$ cat config.mk
export PLATFORM = sky130hd
export DESIGN_NAME = rgb_ctrl_flat
export DESIGN_NICKNAME = d
export VERILOG_FILES = /design/src/rtl/rgb_pkg.sv /design/src/rtl/rgb_ctrl_if.sv /design/src/rtl/rgb_ctrl_step.sv /design/src/rtl/rgb_ctrl.sv /design/src/flat_wrapper.sv
export SDC_FILE = /design/constraint.sdc
export NUM_CORES = 1
export LEC_CHECK = 0
export CORE_ASPECT_RATIO = 1.4
export CORE_MARGIN = 4
export CORE_UTILIZATION = 40
export CTS_BUF_LIST = sky130_fd_sc_hd__clkbuf_2 sky130_fd_sc_hd__clkbuf_4 sky130_fd_sc_hd__clkbuf_8
export CTS_CLUSTER_DIAMETER = 80
export DETAILED_ROUTE_END_ITERATION = 10
export HOLD_SLACK_MARGIN = 0.15
export PLACE_DENSITY = 0.64
export RECOVER_POWER = 50
export SLEW_MARGIN = 10
export SYNTH_ARGS = -nofsm -noshare
export SYNTH_HDL_FRONTEND = slang
export SYNTH_SLANG_ARGS = --single-unit
$ cat constraint.sdc
create_clock -name clk -period 4.65 [get_ports clk]
set_input_delay 0.6975 -clock clk [delete_from_list [all_inputs] [get_ports clk]]
set_output_delay 0.6975 -clock clk [all_outputs]
set_load 0.02 [all_outputs]
$ cat src/rtl/rgb_pkg.sv
// Shared encodings for the RGB LED sequencer: command modes, FSM states and
// the colour-word width macro (3 channels of NBPC bits, {R,G,B}).
`ifndef RGB_PKG_SV
`define RGB_PKG_SV

`define RGB_COLOR_W(nbpc) (3*(nbpc))

package rgb_pkg;

    typedef enum logic [1:0] {
        MODE_OFF   = 2'd0,
        MODE_SOLID = 2'd1,
        MODE_BLINK = 2'd2,
        MODE_FADE  = 2'd3
    } mode_e;

    localparam logic [2:0] S_OFF       = 3'd0;
    localparam logic [2:0] S_SOLID     = 3'd1;
    localparam logic [2:0] S_BLINK_ON  = 3'd2;
    localparam logic [2:0] S_BLINK_OFF = 3'd3;
    localparam logic [2:0] S_FADE      = 3'd4;

endpackage

`endif

$ cat src/rtl/rgb_ctrl_if.sv
// Command handshake and PWM-driver output bundle of the RGB sequencer.
// master = command source / PWM consumer side, slave = rgb_ctrl.
interface rgb_ctrl_if #(
    parameter int NBPC = 8
);
    logic                           cmd_valid;
    logic                           cmd_ready;
    logic [1:0]                     cmd_mode;
    logic [`RGB_COLOR_W(NBPC)-1:0]  cmd_color;
    logic [7:0]                     cmd_period;
    logic [`RGB_COLOR_W(NBPC)-1:0]  color;
    logic                           en;

    modport master (
        output cmd_valid, cmd_mode, cmd_color, cmd_period,
        input  cmd_ready, color, en
    );

    modport slave (
        input  cmd_valid, cmd_mode, cmd_color, cmd_period,
        output cmd_ready, color, en
    );
endinterface

$ cat src/rtl/rgb_ctrl_step.sv
// One colour-channel stepper: moves the current value 1 LSB toward the target
// on a step strobe, saturating at the target (never wraps).
module rgb_ctrl_step #(
    parameter int NBPC = 8
) (
    input  logic [NBPC-1:0] cur_i,
    input  logic [NBPC-1:0] tgt_i,
    input  logic            step_i,
    output logic [NBPC-1:0] nxt_o,
    output logic            done_o
);

    always_comb begin
        nxt_o = cur_i;
        if (step_i) begin
            if (cur_i < tgt_i) begin
                nxt_o = cur_i + NBPC'(1);
            end else if (cur_i > tgt_i) begin
                nxt_o = cur_i - NBPC'(1);
            end
        end
    end

    assign done_o = (nxt_o == tgt_i);

endmodule

$ cat src/rtl/rgb_ctrl.sv
// RGB LED sequencer: off / solid / blink / linear fade driven by a tick prescaler.
// Optional idle auto-off is built when RGB_CTRL_TIMEOUT_EN is defined.
module rgb_ctrl
    import rgb_pkg::*;
#(
    parameter int NBPC          = 8,
    parameter int TICK_DIV      = 120000
`ifdef RGB_CTRL_TIMEOUT_EN
    ,
    parameter int TIMEOUT_TICKS = 255
`endif
) (
    input  logic       clk,
    input  logic       rst,
    rgb_ctrl_if.slave  bus
);

    localparam int CW = `RGB_COLOR_W(NBPC);
    localparam int PW = $clog2(TICK_DIV);

    logic [2:0]    state_q, state_d;
    logic [CW-1:0] color_q, color_d;
    logic [CW-1:0] target_q, target_d;
    logic          en_q, en_d;
    logic [7:0]    period_q, period_d;
    logic [7:0]    tcnt_q, tcnt_d;
    logic [PW-1:0] presc_q, presc_d;
`ifdef RGB_CTRL_TIMEOUT_EN
    logic [7:0]    idle_q, idle_d;
`endif

    logic          tick;
    logic          phase_evt;
    logic          timed_state;
    logic [CW-1:0] step_color;
    logic [2:0]    ch_done;

    assign bus.cmd_ready = (state_q != S_FADE);
    assign bus.color     = color_q;
    assign bus.en        = en_q;

    assign tick        = (presc_q == PW'(TICK_DIV - 1));
    assign timed_state = (state_q == S_BLINK_ON) || (state_q == S_BLINK_OFF) || (state_q == S_FADE);
    // period_q is already clamped to >= 1, so the compare never needs a zero case
    assign phase_evt   = tick && timed_state && ((tcnt_q + 8'd1) == period_q);

    genvar gi;
    generate
        for (gi = 0; gi < 3; gi++) begin : g_ch
            rgb_ctrl_step #(
                .NBPC (NBPC)
            ) u_step (
                .cur_i  (color_q[gi*NBPC +: NBPC]),
                .tgt_i  (target_q[gi*NBPC +: NBPC]),
                .step_i (phase_evt),
                .nxt_o  (step_color[gi*NBPC +: NBPC]),
                .done_o (ch_done[gi])
            );
        end
    endgenerate

    always_comb begin
        state_d  = state_q;
        color_d  = color_q;
        target_d = target_q;
        en_d     = en_q;
        period_d = period_q;
        presc_d  = tick ? '0 : presc_q + PW'(1);
        tcnt_d   = tcnt_q;
`ifdef RGB_CTRL_TIMEOUT_EN
        idle_d   = idle_q;
`endif

        if (timed_state && tick) begin
            tcnt_d = phase_evt ? 8'd0 : tcnt_q + 8'd1;
        end

        case (state_q)
            S_BLINK_ON: begin
                if (phase_evt) begin
                    state_d = S_BLINK_OFF;
                    color_d = '0;
                end
            end
            S_BLINK_OFF: begin
                if (phase_evt) begin
                    state_d = S_BLINK_ON;
                    color_d = target_q;
                end
            end
            S_FADE: begin
                color_d = step_color;
                if (&ch_done) begin
                    state_d = S_SOLID;
                    tcnt_d  = 8'd0;
                end
            end
            default: ;
        endcase

`ifdef RGB_CTRL_TIMEOUT_EN
        if ((state_q == S_SOLID) || (state_q == S_BLINK_ON) || (state_q == S_BLINK_OFF)) begin
            if (tick) begin
                if ((idle_q + 8'd1) == 8'(TIMEOUT_TICKS)) begin
                    state_d = S_OFF;
                    color_d = '0;
                    en_d    = 1'b0;
                    idle_d  = 8'd0;
                    tcnt_d  = 8'd0;
                end else begin
                    idle_d = idle_q + 8'd1;
                end
            end
        end else begin
            idle_d = 8'd0;
        end
`endif

        // An accepted command overrides every timed event in the same cycle
        if (bus.cmd_valid && bus.cmd_ready) begin
            presc_d  = '0;
            tcnt_d   = 8'd0;
            period_d = (bus.cmd_period == 8'd0) ? 8'd1 : bus.cmd_period;
            target_d = bus.cmd_color;
`ifdef RGB_CTRL_TIMEOUT_EN
            idle_d   = 8'd0;
`endif
            case (mode_e'(bus.cmd_mode))
                MODE_SOLID: begin
                    state_d = S_SOLID;
                    color_d = bus.cmd_color;
                    en_d    = 1'b1;
                end
                MODE_BLINK: begin
                    state_d = S_BLINK_ON;
                    color_d = bus.cmd_color;
                    en_d    = 1'b1;
                end
                MODE_FADE: begin
                    state_d = (bus.cmd_color == color_q) ? S_SOLID : S_FADE;
                    en_d    = 1'b1;
                end
                default: begin
                    state_d = S_OFF;
                    color_d = '0;
                    en_d    = 1'b0;
                end
            endcase
        end
    end

    always_ff @(posedge clk) begin
        if (rst) begin
            state_q  <= S_OFF;
            color_q  <= '0;
            target_q <= '0;
            en_q     <= 1'b0;
            period_q <= 8'd0;
            tcnt_q   <= 8'd0;
            presc_q  <= '0;
`ifdef RGB_CTRL_TIMEOUT_EN
            idle_q   <= 8'd0;
`endif
        end else begin
            state_q  <= state_d;
            color_q  <= color_d;
            target_q <= target_d;
            en_q     <= en_d;
            period_q <= period_d;
            tcnt_q   <= tcnt_d;
            presc_q  <= presc_d;
`ifdef RGB_CTRL_TIMEOUT_EN
            idle_q   <= idle_d;
`endif
        end
    end

endmodule

$ cat src/flat_wrapper.sv
// flat-port wrapper written by rule: the top's interface ports become plain ports
module rgb_ctrl_flat import rgb_pkg::*;
#(
    parameter int NBPC          = 8,
    parameter int TICK_DIV      = 120000

)
  (clk, rst, bus_cmd_valid, bus_cmd_mode, bus_cmd_color, bus_cmd_period, bus_cmd_ready, bus_color, bus_en);
  rgb_ctrl_if #(.NBPC(NBPC)) bus_i ();
  input  logic clk;
  input  logic rst;
  input wire logic [$bits(bus_i.cmd_valid)-1:0] bus_cmd_valid;
  input wire logic [$bits(bus_i.cmd_mode)-1:0] bus_cmd_mode;
  input wire logic [$bits(bus_i.cmd_color)-1:0] bus_cmd_color;
  input wire logic [$bits(bus_i.cmd_period)-1:0] bus_cmd_period;
  output wire logic [$bits(bus_i.cmd_ready)-1:0] bus_cmd_ready;
  output wire logic [$bits(bus_i.color)-1:0] bus_color;
  output wire logic [$bits(bus_i.en)-1:0] bus_en;
  assign bus_i.cmd_valid = bus_cmd_valid;
  assign bus_i.cmd_mode = bus_cmd_mode;
  assign bus_i.cmd_color = bus_cmd_color;
  assign bus_i.cmd_period = bus_cmd_period;
  assign bus_cmd_ready = bus_i.cmd_ready;
  assign bus_color = bus_i.color;
  assign bus_en = bus_i.en;
  rgb_ctrl #(.NBPC(NBPC), .TICK_DIV(TICK_DIV)) u_core (.clk(clk), .rst(rst), .bus(bus_i));
endmodule
==> impl_metrics.env <==
export IMPL_syn_instance_count=933
export IMPL_antenna_cells=0
export IMPL_drcViolationCount=0
export IMPL_fp_coreArea_um2=16310
export IMPL_post_drt_wl_per_cell_um=18.58
export IMPL_crit_chain="ha_1, a21oi_1, nor2b_1, o21ai_1, nand2_1, o31ai_1, o221ai_1, a2111oi_0, and4b_1, nand4_1, nor4_4, nor3_1"
export IMPL_hold_class="flop to flop"
export IMPL_status="finished with violations"
export IMPL_grtUsageTotal=0.2268
export IMPL_cts_resized=0
export IMPL_finalWirelength_um=21700
export IMPL_synth_area_leaders="dfxtp_1 (25%), nand2_1 (7.5%), ha_1 (6.7%)"
export IMPL_setup_tns_ns=0
export IMPL_num_rows=55
export IMPL_vias_per_cell=5.917
export IMPL_fmax_mhz=242.8
export IMPL_violations="capacitance limit, slew limit"
export IMPL_vias=6911
export IMPL_syn_cell_area_um2=6718
export IMPL_worstPathArrival_ns=4.35
export IMPL_portBuffers=62
export IMPL_max_slew_worst_pin_slew_ns=1.554
export IMPL_relSlewSlack=-0.03622
export IMPL_vdd_drop_max_v=0.0001215
export IMPL_start_util=0.4119
export IMPL_synth_top_area_share=0.2533
export IMPL_multi_input_area_um2=4631
export IMPL_fillers=1643
export IMPL_die_h_um=161.3
export IMPL_critPathBufInv=0
export IMPL_synthArstFlopShare=0
export IMPL_ys_flop_type="dfxtp_1"
export IMPL_slowest_stage="o31ai_1"
export IMPL_period_minus_slack_ns=4.118
export IMPL_finish_net_count=1038
export IMPL_hold_violations=0
export IMPL_cts_root_buffer="clkbuf_8"
export IMPL_ys_ff_latch=85
export IMPL_drive_gt1_frac=0.04850
export IMPL_drt_pass1_iterations=5
export IMPL_synthesis_nets=1006
export IMPL_worstSetupPathType="flop to flop"
export IMPL_synth_area_leader_cell="dfxtp_1"
export IMPL_syn2layout_area_growth_pct=14.25
export IMPL_holdWs_ns=0.4739
export IMPL_register_area_um2=1702
export IMPL_synth_cell_types=72
export IMPL_postRouteAntennaNets=0
export IMPL_rsz0062_at_grt="false"
export IMPL_hold_buffers=0
export IMPL_ys_seq_area_frac=0.2533
export IMPL_yosys_warnings=0
export IMPL_crit_required_ns=4.88
export IMPL_drt_iter0_markers=550
export IMPL_grt_start_max_net_pins=34
export IMPL_synth_edf_count=0
export IMPL_clock_skew_ns=0.01396
export IMPL_antenna_found_initial=0
export IMPL_gp_congestion=0.9106
export IMPL_mostFrequentLayoutCell="nand2_1"
export IMPL_p_leak_nw=2.774
export IMPL_end_kind="flop"
export IMPL_maxSlewViolCount=25
export IMPL_startpoint_type="flop"
export IMPL_worstPathMaxFanout=12
export IMPL_insertion_delay_ns=0.38
export IMPL_postCtsSetupRepairBufs=0
export IMPL_critPathMaxStageDelay_ns=0.69
export IMPL_die_w_um=117.5
export IMPL_fin_util=0.4706
export IMPL_overflow=0
export IMPL_tritoncts="done"
export IMPL_io_pins=63
export IMPL_grt_pass1_vias=6693
export IMPL_grt_pass1_wl_um=34740
export IMPL_finalCritPeriodShare=0.8857
export IMPL_htreeDepth=3
export IMPL_finalSetupViolations=0
export IMPL_synth_avg_cell_area_um2=7.200
export IMPL_powerDensity_nw_per_um2=262.0
export IMPL_design_die_area_um2=18960
export IMPL_cts_sinks=85
export IMPL_dp_hpwl_um=16030
export IMPL_cap_violations=1
export IMPL_crit_family="compound AO/OA/AOI/OAI gates"
export IMPL_most_common_layout_cells="nand2_1 (134), a21oi_1 (86), dfxtp_1 (85)"
export IMPL_clkSlewWorstSetupHoldPaths_ns=0.09
export IMPL_cts_path_max_buffers=2
export IMPL_numCtsBuffers=9
## registers in the layout (all words and copies together), names as in the netlist
register	count
u_core.period_q	8
u_core.tcnt_q	8
u_core.bus.en	1
u_core.target_q	24
u_core.presc_q	17
u_core.state_q	3
u_core.bus.color	24
## synthesized netlist by cell type, types with 5 or more instances
cell type	count
nor4b_1	6
buf_2	9
nand4_1	19
a22oi_1	9
a32oi_1	5
xor2_1	26
a21o_1	8
a21oi_1	86
nand2b_1	6
dfxtp_1	85
xnor2_1	51
o31ai_1	9
clkbuf_1	46
and2_1	5
or2_2	5
nor3_1	23
nor2_1	82
nor2b_1	8
a22o_1	7
ha_1	36
nand2_1	134
nand3_1	36
inv_1	44
a31oi_1	11
a211oi_1	9
or4_1	7
o22ai_1	8
and3_1	8
nor4_1	7
o21ai_0	62
## worst register-to-register path: stages (launching register included)
cell       delay [ns]
dfxtp_1          0.56
ha_1             0.32
a21oi_1          0.16
nor2b_1          0.07
o21ai_1          0.40
nand2_1          0.26
o31ai_1          0.69
o221ai_1         0.19
a2111oi_0        0.30
and4b_1          0.24
nand4_1          0.14
nor4_4           0.51
nor3_1           0.14
## per-stage QoR
step,worst slack (ns),cell area [µm²],instances,power (mW)
global route,0.1290,7675,1168,2.118
global placement,0.7163,7483,1153,1.452
floorplan,1.161,6718,933,1.248
finish,0.5316,7675,1168,2.011
CTS,0.6380,7686,1168,2.024
detailed placement,0.6524,7483,1153,1.453
## final cells by class
type	instances	area share
Multi-Input combinational cell	747	0.6034
Sequential cell	85	0.2217
Timing Repair Buffer	77	0.09407
Tap cell	199	0.03244
Inverter	45	0.02201
Clock buffer	12	0.02070
Clock inverter	3	0.005706
## where the power goes
group	total [mW]	switching, mW	internal [mW]
registers	0.810	0.0534	0.757
logic	0.631	0.386	0.245
clock network	0.570	0.287	0.282
## path summary, 6_finish.rpt
kind / from / endpoint / slack, ns / depth (start not counted)
worst max register to register: u_core.bus.color[13] / u_core.tcnt_q[3] / 0.53 / 12
worst max-delay path: u_core.bus.color[13] / u_core.tcnt_q[3] / 0.53 / 12
worst min register to register: u_core.period_q[4] / u_core.period_q[4] / 0.47 / 2
worst min-delay path: u_core.period_q[4] / u_core.period_q[4] / 0.47 / 2
## logic make-up after synthesis
group,Yosys count,synth area share
and+or+nand+nor,366,0.2609
AOI/OAI and AO/OA,264,0.2533
buffers and inverters,101,0.05867
DFF,85,0.2533
xor gates and xnor gates,77,0.1004
adders and majority gates,36,0.06705
muxes,4,0.006333
## metal layers
layer  vias to the layer above  share of wire  track usage
met5                         -              0            0
met4                         0          0.047       0.1269
met3                        60          0.051      0.03292
met2                       234           0.49       0.4042
met1                      3220           0.41       0.2598
li1                       3397              -            -
(Power assumes the default switching activity.)
